**src/rtl/result_mux_pipe.sv**
```systemverilog
// Result selection stage: picks the ALU/shifter/HI/LO result named by the funct code and
// registers it behind a valid/ready handshake, stalling MFHI/MFLO while the multiplier is busy.
//
// state | meaning
// EMPTY | no result held, ready to accept
// HOLD  | data_out valid, waiting for consumer (pass-through accept when out_ready)
// STALL | MFHI/MFLO accepted while multiplier busy, waiting for HI/LO
module result_mux_pipe #(
    parameter int WIDTH = 32,
    parameter int CNT_W = 8
) (
    input  logic             clk,
    input  logic             reset,
    input  logic [WIDTH-1:0] alu_out,
    input  logic [WIDTH-1:0] hi_out,
    input  logic [WIDTH-1:0] lo_out,
    input  logic [WIDTH-1:0] shifter_out,
    input  logic             cout,
    input  logic [5:0]       signal,
    input  logic             in_valid,
    output logic             in_ready,
    input  logic             mul_busy,
    output logic             out_valid,
    input  logic             out_ready,
    output logic [WIDTH-1:0] data_out,
    output logic             out_err,
    output logic [CNT_W-1:0] stall_cnt
);

    localparam logic [5:0] F_AND  = 6'b100100;
    localparam logic [5:0] F_OR   = 6'b100101;
    localparam logic [5:0] F_ADD  = 6'b100000;
    localparam logic [5:0] F_SUB  = 6'b100010;
    localparam logic [5:0] F_SLT  = 6'b101010;
    localparam logic [5:0] F_SLL  = 6'b000000;
    localparam logic [5:0] F_MFHI = 6'b010000;
    localparam logic [5:0] F_MFLO = 6'b010010;

    typedef enum logic [1:0] {
        ST_EMPTY = 2'd0,
        ST_HOLD  = 2'd1,
        ST_STALL = 2'd2
    } state_t;

    state_t           r_state;
    logic [5:0]       r_pend;
    logic [WIDTH-1:0] r_data;
    logic             r_err;
    logic             r_out_valid;
    logic [CNT_W-1:0] r_stall_cnt;

    logic [WIDTH-1:0] w_sel_data;
    logic             w_sel_err;
    logic             w_is_hilo;
    logic [WIDTH-1:0] w_pend_data;
    logic             w_accept;
    logic             w_cnt_sat;

    always_comb begin
        w_sel_data = '0;
        w_sel_err  = 1'b0;
        case (signal)
            F_AND, F_OR, F_ADD, F_SUB: w_sel_data = alu_out;
            F_SLT:                     w_sel_data = {{(WIDTH-1){1'b0}}, ~cout};
            F_SLL:                     w_sel_data = shifter_out;
            F_MFHI:                    w_sel_data = hi_out;
            F_MFLO:                    w_sel_data = lo_out;
            default:                   w_sel_err  = 1'b1;
        endcase
    end

    assign w_is_hilo   = (signal == F_MFHI) || (signal == F_MFLO);
    assign w_pend_data = (r_pend == F_MFHI) ? hi_out : lo_out;
    assign w_cnt_sat   = (r_stall_cnt == {CNT_W{1'b1}});

    // Only in_ready is combinational: HOLD forwards the consumer's ready for 1/cycle throughput.
    assign in_ready = (r_state == ST_EMPTY) || ((r_state == ST_HOLD) && out_ready);
    assign w_accept = in_valid && in_ready;

    always_ff @(posedge clk or negedge reset) begin
        if (!reset) begin
            r_state     <= ST_EMPTY;
            r_pend      <= '0;
            r_data      <= '0;
            r_err       <= 1'b0;
            r_out_valid <= 1'b0;
            r_stall_cnt <= '0;
        end else begin
            case (r_state)
                ST_EMPTY, ST_HOLD: begin
                    if (w_accept) begin
                        if (w_is_hilo && mul_busy) begin
                            // data_out/out_err keep their old values while waiting
                            r_pend      <= signal;
                            r_state     <= ST_STALL;
                            r_out_valid <= 1'b0;
                        end else begin
                            r_data      <= w_sel_data;
                            r_err       <= w_sel_err;
                            r_state     <= ST_HOLD;
                            r_out_valid <= 1'b1;
                        end
                    end else if ((r_state == ST_HOLD) && out_ready) begin
                        r_state     <= ST_EMPTY;
                        r_out_valid <= 1'b0;
                    end
                end
                ST_STALL: begin
                    if (!w_cnt_sat) begin
                        r_stall_cnt <= r_stall_cnt + 1'b1;
                    end
                    if (!mul_busy) begin
                        r_data      <= w_pend_data;
                        r_err       <= 1'b0;
                        r_state     <= ST_HOLD;
                        r_out_valid <= 1'b1;
                    end
                end
                default: begin
                    r_state     <= ST_EMPTY;
                    r_out_valid <= 1'b0;
                end
            endcase
        end
    end

    assign out_valid = r_out_valid;
    assign data_out  = r_data;
    assign out_err   = r_err;
    assign stall_cnt = r_stall_cnt;

endmodule

```
**config.mk**
```make
export PLATFORM = sky130hd
export DESIGN_NAME = result_mux_pipe
export DESIGN_NICKNAME = d
export VERILOG_FILES = /design/src/rtl/result_mux_pipe.sv
export SDC_FILE = /design/constraint.sdc
export NUM_CORES = 1
export LEC_CHECK = 0
export CAP_MARGIN = 30
export CELL_PAD_IN_SITES_DETAIL_PLACEMENT = 1
export CELL_PAD_IN_SITES_GLOBAL_PLACEMENT = 1
export CORE_MARGIN = 10
export CORE_UTILIZATION = 25
export CTS_CLUSTER_DIAMETER = 60
export DETAILED_ROUTE_END_ITERATION = 6
export PLACE_DENSITY_LB_ADDON = 0.1
export SYNTH_ARGS = -nofsm -noshare
export SYNTH_HDL_FRONTEND = slang
export SYNTH_SLANG_ARGS = --single-unit
```
**constraint.sdc**
```tcl
create_clock -name clk -period 1.8 [get_ports clk]
set_clock_uncertainty 0.05 [all_clocks]
set_input_delay 0.36 -clock clk [delete_from_list [all_inputs] [get_ports clk]]
set_output_delay 0.36 -clock clk [all_outputs]
set_load 0.01 [all_outputs]
```
==> impl_results.md <==
- # Max-Cap Violations: 0
- Site row count: 41
- Number of standard cells in the final layout excluding fillers: 725
- Nets: 693
- Routed Antenna Nets: 0
- Area of combinational cells with multiple inputs: 0.002058 sq mm
- Syn-to-layout area delta: 90.76%
- Number of register bits inferred by synthesis: 49
- Overall die height: 133.8 microns
- Violated checks: setup timing
- Worst slew margin relative to its limit: 76.17%
- Crit path max-delay family: simple AND/OR/NAND/NOR gates
- Fraction of the yosys area taken by sequential cells: 37.88%
- Period utilization: 100.9%
- Port buffer count: 182
- Most frequent CP cell: sky130_fd_sc_hd__buf_12
- Mean instance size in the synthesized netlist: 9.576 sq um
- Cell type of the slowest stage on the worst timing path: sky130_fd_sc_hd__or4_4
- CP Data Arrival Time: 1.99 ns
- Area fraction in and, or, nand and nor cells after synthesis: 8.349%
- Combinational family with the most area after synthesis: compound AO/OA/AOI/OAI gates
- Remaining global-route overflow: 0
- Final Critical Period: 1.815 ns
- Iteration-0 DRC Markers: 202
- Crit-path cells: buf_6 > or4_4 > nor3_4 > buf_12 > buf_12 > buf_12 > a22oi_2 > a21oi_1 > o22a_1
- Transition time at the pin with the least slew margin: 0.3541 ns
- Class of the worst hold path: primary input to async pin
- Required arrival time at the worst endpoint: 1.98 ns
- Layout cell share with drive strength beyond 1: 19.35%
- Worst Setup Start Kind: primary input
- Net switching share of the total power: 29.10%
- CTS tree: yes
- Sequential group share of total power: 34.6%
- Worst setup EP type: register
- Horiz. Die Dim: 133.8 microns
- Startpoint-to-endpoint class of the critical path: primary input to register
- H-tree level count: 2
- Average wire per standard cell: 23.75 microns
- Maximum root-to-sink buffer count: 2
- Vias in the first global route: 4378
- Clock Sinks: 49
- Number of iterations in the first detailed-routing pass: 4
- Part of the total power dissipated in combinational logic: 39.0%
- Clock transition at the registers of the reported paths: 0.07 ns
- Reg-to-reg setup timing slack: 0 ns
- Detailed-route vias per instance: 5.337
- Fmax achieved: 550.8 MHz
- Sw Pwr: 1.119 mW
- Number of distinct library cells after synthesis: 40
- Synth Area in Compound Gates: 36.10%
- Lkg Pwr: 2.471 nW
- Setup-failing EPs final: 3
- Delay contributed by the slowest stage of the critical path: 0.55 ns
- Number of cells in the design after placement: 695
- Endpoints failing hold: 0
- Power per unit of standard cell area: 622.9 mW/mm^2
- Area share of xor/xnor cells in the synthesized design: 1.894%
- Post-synthesis cell count: 338
- Worst-Skew Late Latency: 0.28 ns
- Post-cts hold buffer count: 0
- Area of all sequential standard cells: 0.001230 sq mm
- Clock power frac: 26.4%
- Ports placed on the boundary: 183
- Pin count of the biggest net entering global routing: 50
- Total via count after detailed routing: 3869
- Global-route wire length before repair: 25.83 mm
- Master cell of the clock root buffer: sky130_fd_sc_hd__clkbuf_16
- Status: finished with violations
- Final Max Tran Viols: 0
- Multiplexer share of the synthesized area: 10.94%
- Worst slack after detailed placement: -0.6409 ns
- Die footprint: 0.01790 sq mm
- RePlAce Congestion: 0.7599
- Unrepaired setup endpoints after global routing: yes
- Post-Syn Nets: 479
- Global-route total usage across every layer: 18.13%
- Initial core utilization: 25.55%
- Yosys warning total: 0
- Final core utilization: 48.73%
- Total of fill cells in the finished design: 1414
- Sum of net half-perimeters after detailed placement: 11.74 mm
- # diodes: 0
- Worst vdd ir: 431.7 uV
- Detailed-route wire length: 17.22 mm
- Num CTS Buffers: 5
- Core area: 0.01267 sq mm
- Internal Dissipation: 2.727 mW
- Post-placement cell area: 0.005530 sq mm
- Cell area after technology mapping: 0.003237 sq mm
- Final standard cell area without fillers: 0.006175 sq mm
- Worst Path Buf+Inv: 4
- Share of synthesized cell area in full adder, half adder and majority cells: 0.3865%
- Final worst slack: -0.01542 ns
- Critical path fanouts, max: 7
- Number of antenna violations at the first check in global routing: 0
- Count of unresolved DRC violations after routing: 0
-- final cells by class --
class	count	share of cell area, %
Inverter	2	0.1216
Timing Repair Buffer	238	40.59
Sequential cell	49	19.92
Clock buffer	7	2.472
Multi-Input combinational cell	256	33.33
Clock inverter	1	0.08105
Tap cell	172	3.485
-- logic make-up (layout without fill, tap and decap cells) --
kind of cell	count (synthesis)	after routing
adder cells (fa/ha/maj)	1	1
flip-flops	49	49
buffers and inverters	33	248
XOR/XNOR	7	7
multiplexers	35	35
AND/OR/NAND/NOR	43	43
AO/OA/AOI/OAI	170	170
-- cells in the final DEF (no fill, tap or decap), types with 3 or more instances in the layout --
cell,Yosys,routed
sky130_fd_sc_hd__a21oi_2,0,6
sky130_fd_sc_hd__dlygate4sd2_1,0,3
sky130_fd_sc_hd__clkbuf_16,0,6
sky130_fd_sc_hd__a22oi_1,63,54
sky130_fd_sc_hd__o21ai_1,1,6
sky130_fd_sc_hd__and2_1,4,4
sky130_fd_sc_hd__nand2b_1,6,3
sky130_fd_sc_hd__buf_12,0,12
sky130_fd_sc_hd__a22oi_2,0,9
sky130_fd_sc_hd__o22a_1,32,32
sky130_fd_sc_hd__buf_6,0,8
sky130_fd_sc_hd__a21oi_1,34,28
sky130_fd_sc_hd__nand3_1,5,4
sky130_fd_sc_hd__buf_2,10,4
sky130_fd_sc_hd__clkdlybuf4s50_1,0,172
sky130_fd_sc_hd__nand4_1,3,3
sky130_fd_sc_hd__dfrtp_2,0,3
sky130_fd_sc_hd__buf_16,0,5
sky130_fd_sc_hd__buf_4,2,32
sky130_fd_sc_hd__mux2i_1,32,32
sky130_fd_sc_hd__nor2_1,4,4
sky130_fd_sc_hd__xnor2_1,5,5
sky130_fd_sc_hd__o21ai_0,32,27
sky130_fd_sc_hd__dfrtp_1,49,46
sky130_fd_sc_hd__nand2_1,3,3
sky130_fd_sc_hd__nand2b_4,0,3
sky130_fd_sc_hd__nor2b_1,4,3
-- flip-flops by register name, indices dropped and copies added, names as in the netlist --
register and count:
out_err 1, stall_cnt 8, r_pend 6, out_valid 1, data_out 32, r_state 1
-- stage by stage --
stage	total power [mW]	hold slack, ns	setup TNS (ns)
after floorplan	1.831	0.01441	-0.1230
after global placement	2.682	0.3355	-20.61
after detailed placement	2.709	0.3313	-22.34
after CTS	3.833	0.02565	-0.06814
after global routing	4.028	0.02829	-2.069
final	3.846	0.01170	-0.02054
-- worst register-to-register path: stages, from the launching register on --
cell and delay, ns:
sky130_fd_sc_hd__dfrtp_2 0.44, sky130_fd_sc_hd__nor2b_4 0.15, sky130_fd_sc_hd__a31oi_4 0.16, sky130_fd_sc_hd__o22ai_4 0.10, sky130_fd_sc_hd__buf_4 0.17, sky130_fd_sc_hd__buf_4 0.13
sky130_fd_sc_hd__buf_6 0.11, sky130_fd_sc_hd__buf_16 0.15, sky130_fd_sc_hd__o22a_1 0.21
-- Yosys cell counts, drive strengths merged --
| master | instances | area, sq um |
|---|---|---|
| nand3 | 5 | 25.02 |
| or4 | 1 | 11.26 |
| ha | 1 | 12.51 |
| clkbuf | 16 | 60.06 |
| xnor2 | 5 | 43.79 |
| and3 | 1 | 6.260 |
| nand2 | 3 | 11.26 |
| o21bai | 1 | 7.510 |
| o21ai | 33 | 165.2 |
| o22a | 32 | 280.3 |
| buf | 15 | 76.32 |
| dfrtp | 49 | 1226 |
| a22oi | 63 | 473.0 |
| nand3b | 2 | 15.01 |
| nand2b | 6 | 37.54 |
| nor4b | 2 | 17.52 |
| nor2b | 4 | 25.02 |
| a2111oi | 2 | 37.54 |
| o31ai | 1 | 7.510 |
| xor2 | 2 | 17.52 |
| nor4bb | 1 | 10.01 |
| nor4 | 4 | 25.02 |
| and2 | 4 | 25.02 |
| a221oi | 1 | 8.760 |
| inv | 2 | 7.510 |
| mux2 | 3 | 33.78 |
| nor2 | 5 | 21.27 |
| nand4 | 3 | 18.77 |
| nor3 | 2 | 21.27 |
| mux2i | 32 | 320.3 |
| a21oi | 34 | 170.2 |
| a31oi | 2 | 12.51 |
| o22ai | 1 | 6.260 |
-- power groups by stage --
| stage | Combinational [mW] | Clock [mW] | Sequential [mW] |
|---|---|---|---|
| 2_1_floorplan | 0.431 | 0 | 1.40 |
| 3_3_place_gp | 1.34 | 0 | 1.34 |
| 3_5_place_dp | 1.36 | 0 | 1.35 |
| 4_1_cts | 1.47 | 1.04 | 1.33 |
| 5_1_grt | 1.60 | 1.08 | 1.35 |
| 6_report | 1.50 | 1.02 | 1.33 |
-- final timing paths --
check,from,endpoint,depth (start not counted)
max in group asynchronous,reset,out_valid,2
worst min-delay path,reset,data_out[8],2
worst min register to register,r_pend[4],r_pend[4],1
worst max register to register,r_state[1],data_out[10],8
min in group clk,r_pend[4],r_pend[4],1
worst max-delay path,signal[3],data_out[27],9
-- routing by layer --
| metal | part of all wire [%] | routed length (microns) | vias to the layer above | GRT usage, % |
|---|---|---|---|---|
| li1 | - | - | 1762 | - |
| met1 | 44 | 7529 | 1957 | 22.66 |
| met2 | 49 | 8493 | 144 | 31.44 |
| met3 | 6.2 | 1071 | 6 | 3.883 |
| met4 | 0.72 | 124 | 0 | 3.446 |
| met5 | 0 | 0 | - | 0 |
-- what timing repair did --
item,in CTS,in global routing
setup buffers,9,6
pin swaps,24,12
gates cloned,6,1
resized for setup,53,25
setup endpoints to repair,41,34
Note: power is estimated with default switching activity, not from simulation.
